**config.mk**
```make
export PLATFORM = sky130hd
export DESIGN_NAME = tmds_decoder
export DESIGN_NICKNAME = d
export VERILOG_FILES = /design/src/rtl/tmds_pkg.sv /design/src/rtl/tm_unchoice.sv /design/src/rtl/tmds_decoder.sv
export SDC_FILE = /design/constraint.sdc
export NUM_CORES = 1
export LEC_CHECK = 0
export ABC_AREA = 1
export CAP_MARGIN = 20
export CORE_UTILIZATION = 50
export CTS_CLUSTER_SIZE = 10
export DETAILED_ROUTE_END_ITERATION = 7
export PLACE_DENSITY = 0.71
export RECOVER_POWER = 50
export SYNTH_ARGS = -nofsm -noshare
export SYNTH_HDL_FRONTEND = slang
export SYNTH_HIERARCHICAL = 1
export SYNTH_SLANG_ARGS = --single-unit
```
**constraint.sdc**
```tcl
create_clock -name clk_in -period 2.3 [get_ports clk_in]
set_input_delay 0.46 -clock clk_in [delete_from_list [all_inputs] [get_ports clk_in]]
set_output_delay 0.46 -clock clk_in [all_outputs]
set_load 0.05 [all_outputs]
```
**src/rtl/tmds_pkg.sv**
```systemverilog
`default_nettype none
// +----------------------------------------------------------------------------+
// | tmds_pkg                                                                   |
// | Shared TMDS control tokens, alignment states and token-decode helpers.     |
// | Revision: 1.0                                                              |
// +----------------------------------------------------------------------------+
package tmds_pkg;

  localparam logic [9:0] CTRL_TOKEN_00 = 10'b1101010100;
  localparam logic [9:0] CTRL_TOKEN_01 = 10'b0010101011;
  localparam logic [9:0] CTRL_TOKEN_10 = 10'b0101010100;
  localparam logic [9:0] CTRL_TOKEN_11 = 10'b1010101011;

  typedef enum logic [1:0] {
    SEARCH    = 2'd0,
    SLIP_WAIT = 2'd1,
    LOCKED    = 2'd2
  } align_state_e;

  function automatic logic is_ctrl_token(input logic [9:0] sym);
    return (sym == CTRL_TOKEN_00) || (sym == CTRL_TOKEN_01) ||
           (sym == CTRL_TOKEN_10) || (sym == CTRL_TOKEN_11);
  endfunction

  function automatic logic [1:0] token_code(input logic [9:0] sym);
    logic [1:0] code;
    case (sym)
      CTRL_TOKEN_01: code = 2'b01;
      CTRL_TOKEN_10: code = 2'b10;
      CTRL_TOKEN_11: code = 2'b11;
      default:       code = 2'b00;
    endcase
    return code;
  endfunction

endpackage
`default_nettype wire

```
**src/rtl/tm_unchoice.sv**
```systemverilog
`default_nettype none
// +----------------------------------------------------------------------------+
// | tm_unchoice                                                                |
// | Inverse of the TMDS transition-minimisation stage: 9-bit q_m to 8-bit data.|
// | Revision: 1.0                                                              |
// +----------------------------------------------------------------------------+
module tm_unchoice (
  input  logic [8:0] q_m_in,
  output logic [7:0] data_out
);

  assign data_out[0] = q_m_in[0];

  // q_m[8] = 1 marks XOR encoding; 0 marks XNOR, hence the extra inversion.
  for (genvar i = 1; i < 8; i++) begin : g_bit
    assign data_out[i] = (q_m_in[i] ^ q_m_in[i-1]) ^ ~q_m_in[8];
  end

endmodule
`default_nettype wire

```
**src/rtl/tmds_decoder.sv**
```systemverilog
`default_nettype none
// +----------------------------------------------------------------------------+
// | tmds_decoder                                                               |
// | Two-stage TMDS symbol decoder with control-token word-alignment FSM.       |
// | Revision: 1.0                                                              |
// +----------------------------------------------------------------------------+
module tmds_decoder
  import tmds_pkg::*;
#(
  parameter int TOKEN_RUN     = 8,
  parameter int SEARCH_WINDOW = 2048,
  parameter int SLIP_SETTLE   = 16
) (
  input  logic       clk_in,
  input  logic       rst_in,
  input  logic [9:0] tmds_in,
  input  logic       valid_in,
  output logic [7:0] data_out,
  output logic [1:0] ctrl_out,
  output logic       de_out,
  output logic       valid_out,
  output logic       locked_out,
  output logic       bitslip_out
);

  localparam int WIN_W = $clog2(SEARCH_WINDOW + 1);
  localparam int RUN_W = $clog2(TOKEN_RUN + 1);
  localparam int SET_W = $clog2(SLIP_SETTLE + 1);

  localparam logic [WIN_W-1:0] WIN_MAX = WIN_W'(SEARCH_WINDOW);
  localparam logic [RUN_W-1:0] RUN_MAX = RUN_W'(TOKEN_RUN);
  localparam logic [SET_W-1:0] SET_MAX = SET_W'(SLIP_SETTLE);

  logic       s1_valid_q, s1_valid_d;
  logic       s1_token_q, s1_token_d;
  logic [1:0] s1_code_q,  s1_code_d;
  logic [8:0] s1_qm_q,    s1_qm_d;

  logic       valid_q, valid_d;
  logic       de_q,    de_d;
  logic [7:0] data_q,  data_d;
  logic [1:0] ctrl_q,  ctrl_d;

  align_state_e     state_q, state_d;
  logic [RUN_W-1:0] run_cnt_q, run_cnt_d, run_inc;
  logic [WIN_W-1:0] win_cnt_q, win_cnt_d, win_inc;
  logic [SET_W-1:0] settle_q, settle_d, settle_inc;
  logic             locked_q, locked_d;
  logic             bitslip_q, bitslip_d;

  logic [7:0] unchoice_data;

  // Stage 1 keeps the un-inverted word so stage 2 only has to undo the XOR/XNOR chain.
  always_comb begin
    s1_valid_d = valid_in;
    s1_token_d = s1_token_q;
    s1_code_d  = s1_code_q;
    s1_qm_d    = s1_qm_q;
    if (valid_in) begin
      s1_token_d = is_ctrl_token(tmds_in);
      s1_code_d  = token_code(tmds_in);
      s1_qm_d    = {tmds_in[8], tmds_in[9] ? ~tmds_in[7:0] : tmds_in[7:0]};
    end
  end

  tm_unchoice u_unchoice (
    .q_m_in   (s1_qm_q),
    .data_out (unchoice_data)
  );

  always_comb begin
    valid_d = s1_valid_q;
    de_d    = de_q;
    data_d  = data_q;
    ctrl_d  = ctrl_q;
    if (s1_valid_q) begin
      if (s1_token_q) begin
        de_d   = 1'b0;
        ctrl_d = s1_code_q;
      end else begin
        de_d   = 1'b1;
        data_d = unchoice_data;
      end
    end
  end

  assign run_inc    = (run_cnt_q == RUN_MAX) ? run_cnt_q : run_cnt_q + RUN_W'(1);
  assign win_inc    = (win_cnt_q == WIN_MAX) ? win_cnt_q : win_cnt_q + WIN_W'(1);
  assign settle_inc = (settle_q  == SET_MAX) ? settle_q  : settle_q  + SET_W'(1);

  always_comb begin
    state_d   = state_q;
    run_cnt_d = run_cnt_q;
    win_cnt_d = win_cnt_q;
    settle_d  = settle_q;
    locked_d  = locked_q;
    bitslip_d = 1'b0;
    case (state_q)
      SEARCH: begin
        if (s1_valid_q) begin
          run_cnt_d = s1_token_q ? run_inc : '0;
          win_cnt_d = win_inc;
          // A completed token run takes priority over an expiring window.
          if (run_cnt_d == RUN_MAX) begin
            state_d   = LOCKED;
            locked_d  = 1'b1;
            win_cnt_d = '0;
          end else if (win_cnt_d == WIN_MAX) begin
            state_d   = SLIP_WAIT;
            bitslip_d = 1'b1;
            run_cnt_d = '0;
            win_cnt_d = '0;
            settle_d  = '0;
          end
        end
      end
      SLIP_WAIT: begin
        locked_d = 1'b0;
        settle_d = settle_inc;
        if (settle_d == SET_MAX) begin
          state_d   = SEARCH;
          run_cnt_d = '0;
          win_cnt_d = '0;
          settle_d  = '0;
        end
      end
      LOCKED: begin
        if (s1_valid_q) begin
          run_cnt_d = s1_token_q ? run_inc : '0;
          win_cnt_d = (run_cnt_d == RUN_MAX) ? '0 : win_inc;
          if (win_cnt_d == WIN_MAX) begin
            state_d   = SEARCH;
            locked_d  = 1'b0;
            run_cnt_d = '0;
            win_cnt_d = '0;
          end
        end
      end
      default: begin
        state_d   = SEARCH;
        locked_d  = 1'b0;
        run_cnt_d = '0;
        win_cnt_d = '0;
        settle_d  = '0;
      end
    endcase
  end

  always_ff @(posedge clk_in) begin
    if (rst_in) begin
      s1_valid_q <= 1'b0;
      s1_token_q <= 1'b0;
      s1_code_q  <= '0;
      s1_qm_q    <= '0;
      valid_q    <= 1'b0;
      de_q       <= 1'b0;
      data_q     <= '0;
      ctrl_q     <= '0;
      state_q    <= SEARCH;
      run_cnt_q  <= '0;
      win_cnt_q  <= '0;
      settle_q   <= '0;
      locked_q   <= 1'b0;
      bitslip_q  <= 1'b0;
    end else begin
      s1_valid_q <= s1_valid_d;
      s1_token_q <= s1_token_d;
      s1_code_q  <= s1_code_d;
      s1_qm_q    <= s1_qm_d;
      valid_q    <= valid_d;
      de_q       <= de_d;
      data_q     <= data_d;
      ctrl_q     <= ctrl_d;
      state_q    <= state_d;
      run_cnt_q  <= run_cnt_d;
      win_cnt_q  <= win_cnt_d;
      settle_q   <= settle_d;
      locked_q   <= locked_d;
      bitslip_q  <= bitslip_d;
    end
  end

  assign data_out    = data_q;
  assign ctrl_out    = ctrl_q;
  assign de_out      = de_q;
  assign valid_out   = valid_q;
  assign locked_out  = locked_q;
  assign bitslip_out = bitslip_q;

endmodule
`default_nettype wire

```
==> impl_metrics.csv <==
group,metric,value,unit
clocking,cts_max_level,2,
drt,drt-initial-drc-count,136,
drt,wl_per_cell,11.44,um
setup_path,crit_start,"settle_q[0]$_SDFFE_PP0P_",
sta,slew_headroom,27.60,%
pwr,powerDensity,514.6,mW/mm^2
floorplanning,rows,27,
worst_hold_path,hold_class,"reg2reg",
setup_path,start_kind,"register",
floorplanning,die_area,0.006173,mm^2
yosys,postSynthCellCount,455,
yosys,synth.net_count,474,
pwr,peakVddDrop,0.3678,mV
floorplanning,die_h,78.57,um
yosys,avgSynthCellArea,6.443,um^2
cells_and_area,nFillCells,559,
floorplanning,core_area,0.005574,mm^2
clocking,worstSkewPairLatency,300,ps
yosys,synth_top_area_share,34.14,%
clocking,clockRootBuffer,"clkbuf_8",
clocking,cts_tree,"done",
setup_path,r2r-start,"settle_q[0]$_SDFFE_PP0P_",
clocking,cts_buffers,5,
yosys,synth_most_common_cell,"nand2_1",
clocking,clock_sinks,50,
setup_path,cp_slowest_cell,"dfxtp_1",
yosys,synth_xor_xnor_area_share,4.481,%
floorplanning,initial_core_util,52.59,%
yosys,syn-cell-area,0.002932,mm^2
sta,finalHoldViolCount,0,
yosys,synthTopCellsByArea,"dfxtp_1 (34%), nand2_1 (15%), nor2_1 (9.6%)",
clocking,cts_buffer_depth,2,
yosys,synth.distinct_cells,33,
yosys,synthMuxAreaShare,0,%
setup_path,critical-path-top-cell-by-count,"nor2_8",
cells_and_area,nNetsFinal,503,
setup_path,cpPeakStageDelay,420,ps
global_routing,antenna_found_initial,0,
floorplanning,io_pins,27,
sta,tightest_slew,1086,ps
global_routing,grt_first_pass_wirelength,11.05,mm
setup_path,worstPathMaxFanout,18,
drt,avgViaCountPerCell,5.031,
yosys,yosys.area.top_type,"dfxtp_1",
yosys,async_reset_ff_share,0,%
status,status,"complete, no violations",
yosys,synth_edf_count,0,
global_routing,grt_max_degree,25,
sta,clock_skew,4.182,ps
clocking,postCtsHoldBufs,0,
cells_and_area,synthToLayoutAreaGrowth,15.32,%
drt,vias,2802,
sta,max_freq,469.5,MHz
sta,setup_viol,0,
yosys,synth_adder_area_share,2.561,%
sta,tns,0,ps
setup_path,path_cells,"inv_1, ha_1, nand3b_2, nor2_2, nand2_1, nand2_2, nand2_4, nor2_8, inv_4, nor2_8, nand3_1, a21oi_2",
yosys,ys_seq_elements,50,
placement,gp_congestion,0.9273,
global_routing,grt_pass1_vias,2446,
setup_path,critical-path-top-delay-family,"simple AND/OR/NAND/NOR gates",
yosys,synth_common_cells,"nand2_1 (116), nor2_1 (75), inv_1 (56)",
pwr,p_leak,0.001534,uW
drt,first_pass_iters,4,
setup_path,criticalPathCategory,"reg2reg",
placement,dp_hpwl,4.897,mm
floorplanning,die_w,78.57,um
cells_and_area,post-route-util,60.65,%
yosys,synth_top_family_by_area,"simple AND/OR/NAND/NOR gates",
sta,period_minus_slack,2130,ps
setup_path,endpoint_kind,"register",
setup_path,r2r_slack,170,ps
yosys,synth_flop_cell,"dfxtp_1",
placement,numPortBuffers,26,
clocking,path_clk_slew,90,ps
yosys,synth-seq-area-share,34.14,%
cells_and_area,diodes,0,
cells_and_area,drive_gt1_share,7.835,%
yosys,yosysWarnings,6,
yosys,synth-simple-area-share,38.63,%
worst_hold_path,hold_start,"locked_out$_SDFFE_PP0P_",
sta,slew_violations,0,
sta,fin_crit_sh,92.61,%
drt,wirelength,6.372,mm
sta,rsz0062_at_grt,"false",
global_routing,gr-total-overflow,0,
yosys,synth_compound_area_share,10.97,%
drt,ant_nets,0,
drt,drc,0,
job,maxCapViolations,0,
setup_path,crit_arrival,2370,ps
setup_path,crit_required,2540,ps
global_routing,grt_usage,22.33,%
setup_path,path_buf_inv,2,
==> layout by cell type (no fill, tap or decap), types with 2 or more instances in the layout <==
cell               n
nand2_1          116
nor2_1            75
inv_1             56
dfxtp_1           49
nand3_1           29
a21oi_1           26
o21ai_0           24
clkdlybuf4s50_1   17
xor2_1            14
nand4_1           10
dlygate4sd3_1      9
nand2_2            7
ha_1               6
clkbuf_8           6
buf_4              5
o211ai_1           4
inv_2              3
nor2_2             3
nor3_1             3
nor4_1             3
nor2_4             2
nand3_2            2
nor2_8             2
==> routing by layer <==
layer  GRT usage (%)  wire length (um)  part of all wire [%]  vias up
met5               0                 0                     0        -
met4           6.111                65                   1.0        0
met3           3.837               329                   5.2        7
met2           34.26              2700                    42       59
met1           31.91              3275                    51     1239
li1                -                 -                     -     1497
==> flip-flops by register name (all words and copies together), names as in the netlist, 2 cells and up <==
| register | cells |
|---|---|
| s1_code_q | 2 |
| s1_qm_q | 9 |
| run_cnt_q | 4 |
| win_cnt_q | 12 |
| data_out | 8 |
| state_q | 2 |
| ctrl_out | 2 |
| settle_q | 5 |
==> worst paths after layout <==
path         cells past startpoint                        end
max                             12  win_cnt_q[0]$_SDFFE_PP0P_
min                              2    locked_out$_SDFFE_PP0P_
max reg2reg                     12  win_cnt_q[0]$_SDFFE_PP0P_
min reg2reg                      2    locked_out$_SDFFE_PP0P_
==> kinds of logic (layout without fill, tap and decap cells) <==
logic type | count (synthesis) | in the layout
and+or+nand+nor | 255 | 255
buffers and inverters | 70 | 100
DFF | 50 | 50
AOI/OAI and AO/OA | 59 | 59
adders and majority gates | 6 | 6
xor gates and xnor gates | 15 | 15
==> cell type report <==
class / count / area (um^2) / area share (%)
flip-flops and latches: 50 / 1002 / 29.64
clock inverters: 2 / 16.27 / 0.4811
repair buffers: 32 / 301.5 / 8.919
clock buffers: 6 / 82.58 / 2.443
multi-input cells: 335 / 1660 / 49.11
well taps: 72 / 90.09 / 2.665
inverters: 60 / 227.7 / 6.736
==> power breakdown <==
part | switching (uW) | internal, uW | total, uW
logic | 167 | 94.5 | 261
clock network | 305 | 248 | 553
registers | 28.7 | 897 | 926
total | 500 | 1240 | 1740
==> stage by stage <==
step                      worst slack [ps]  std cells  power (uW)  hold WS, ps  cell area (um^2)
after floorplan                      443.2        455        1124        458.6              2932
after global placement               271.2        549        1205        453.2              3284
after detailed placement             212.3        549        1209        469.8              3284
after CTS                            182.8        557        1756        483.6              3383
after global routing                 31.73        557        1832        493.4              3381
final                                170.0        557        1740        475.7              3381
==> repair_timing <==
item                                   CTS  global route
endpoints found under the hold margin    0             0
setup buffers                            0             0
setup endpoints to repair                0             1
gates resized for setup                  0             1
==> tightest hold or removal path, stage by stage, from the launching register on <==
cell and delay (ps):
dfxtp_1 320, nand2_1 60, a21oi_1 50
Note: power is estimated with default switching activity, not from simulation.
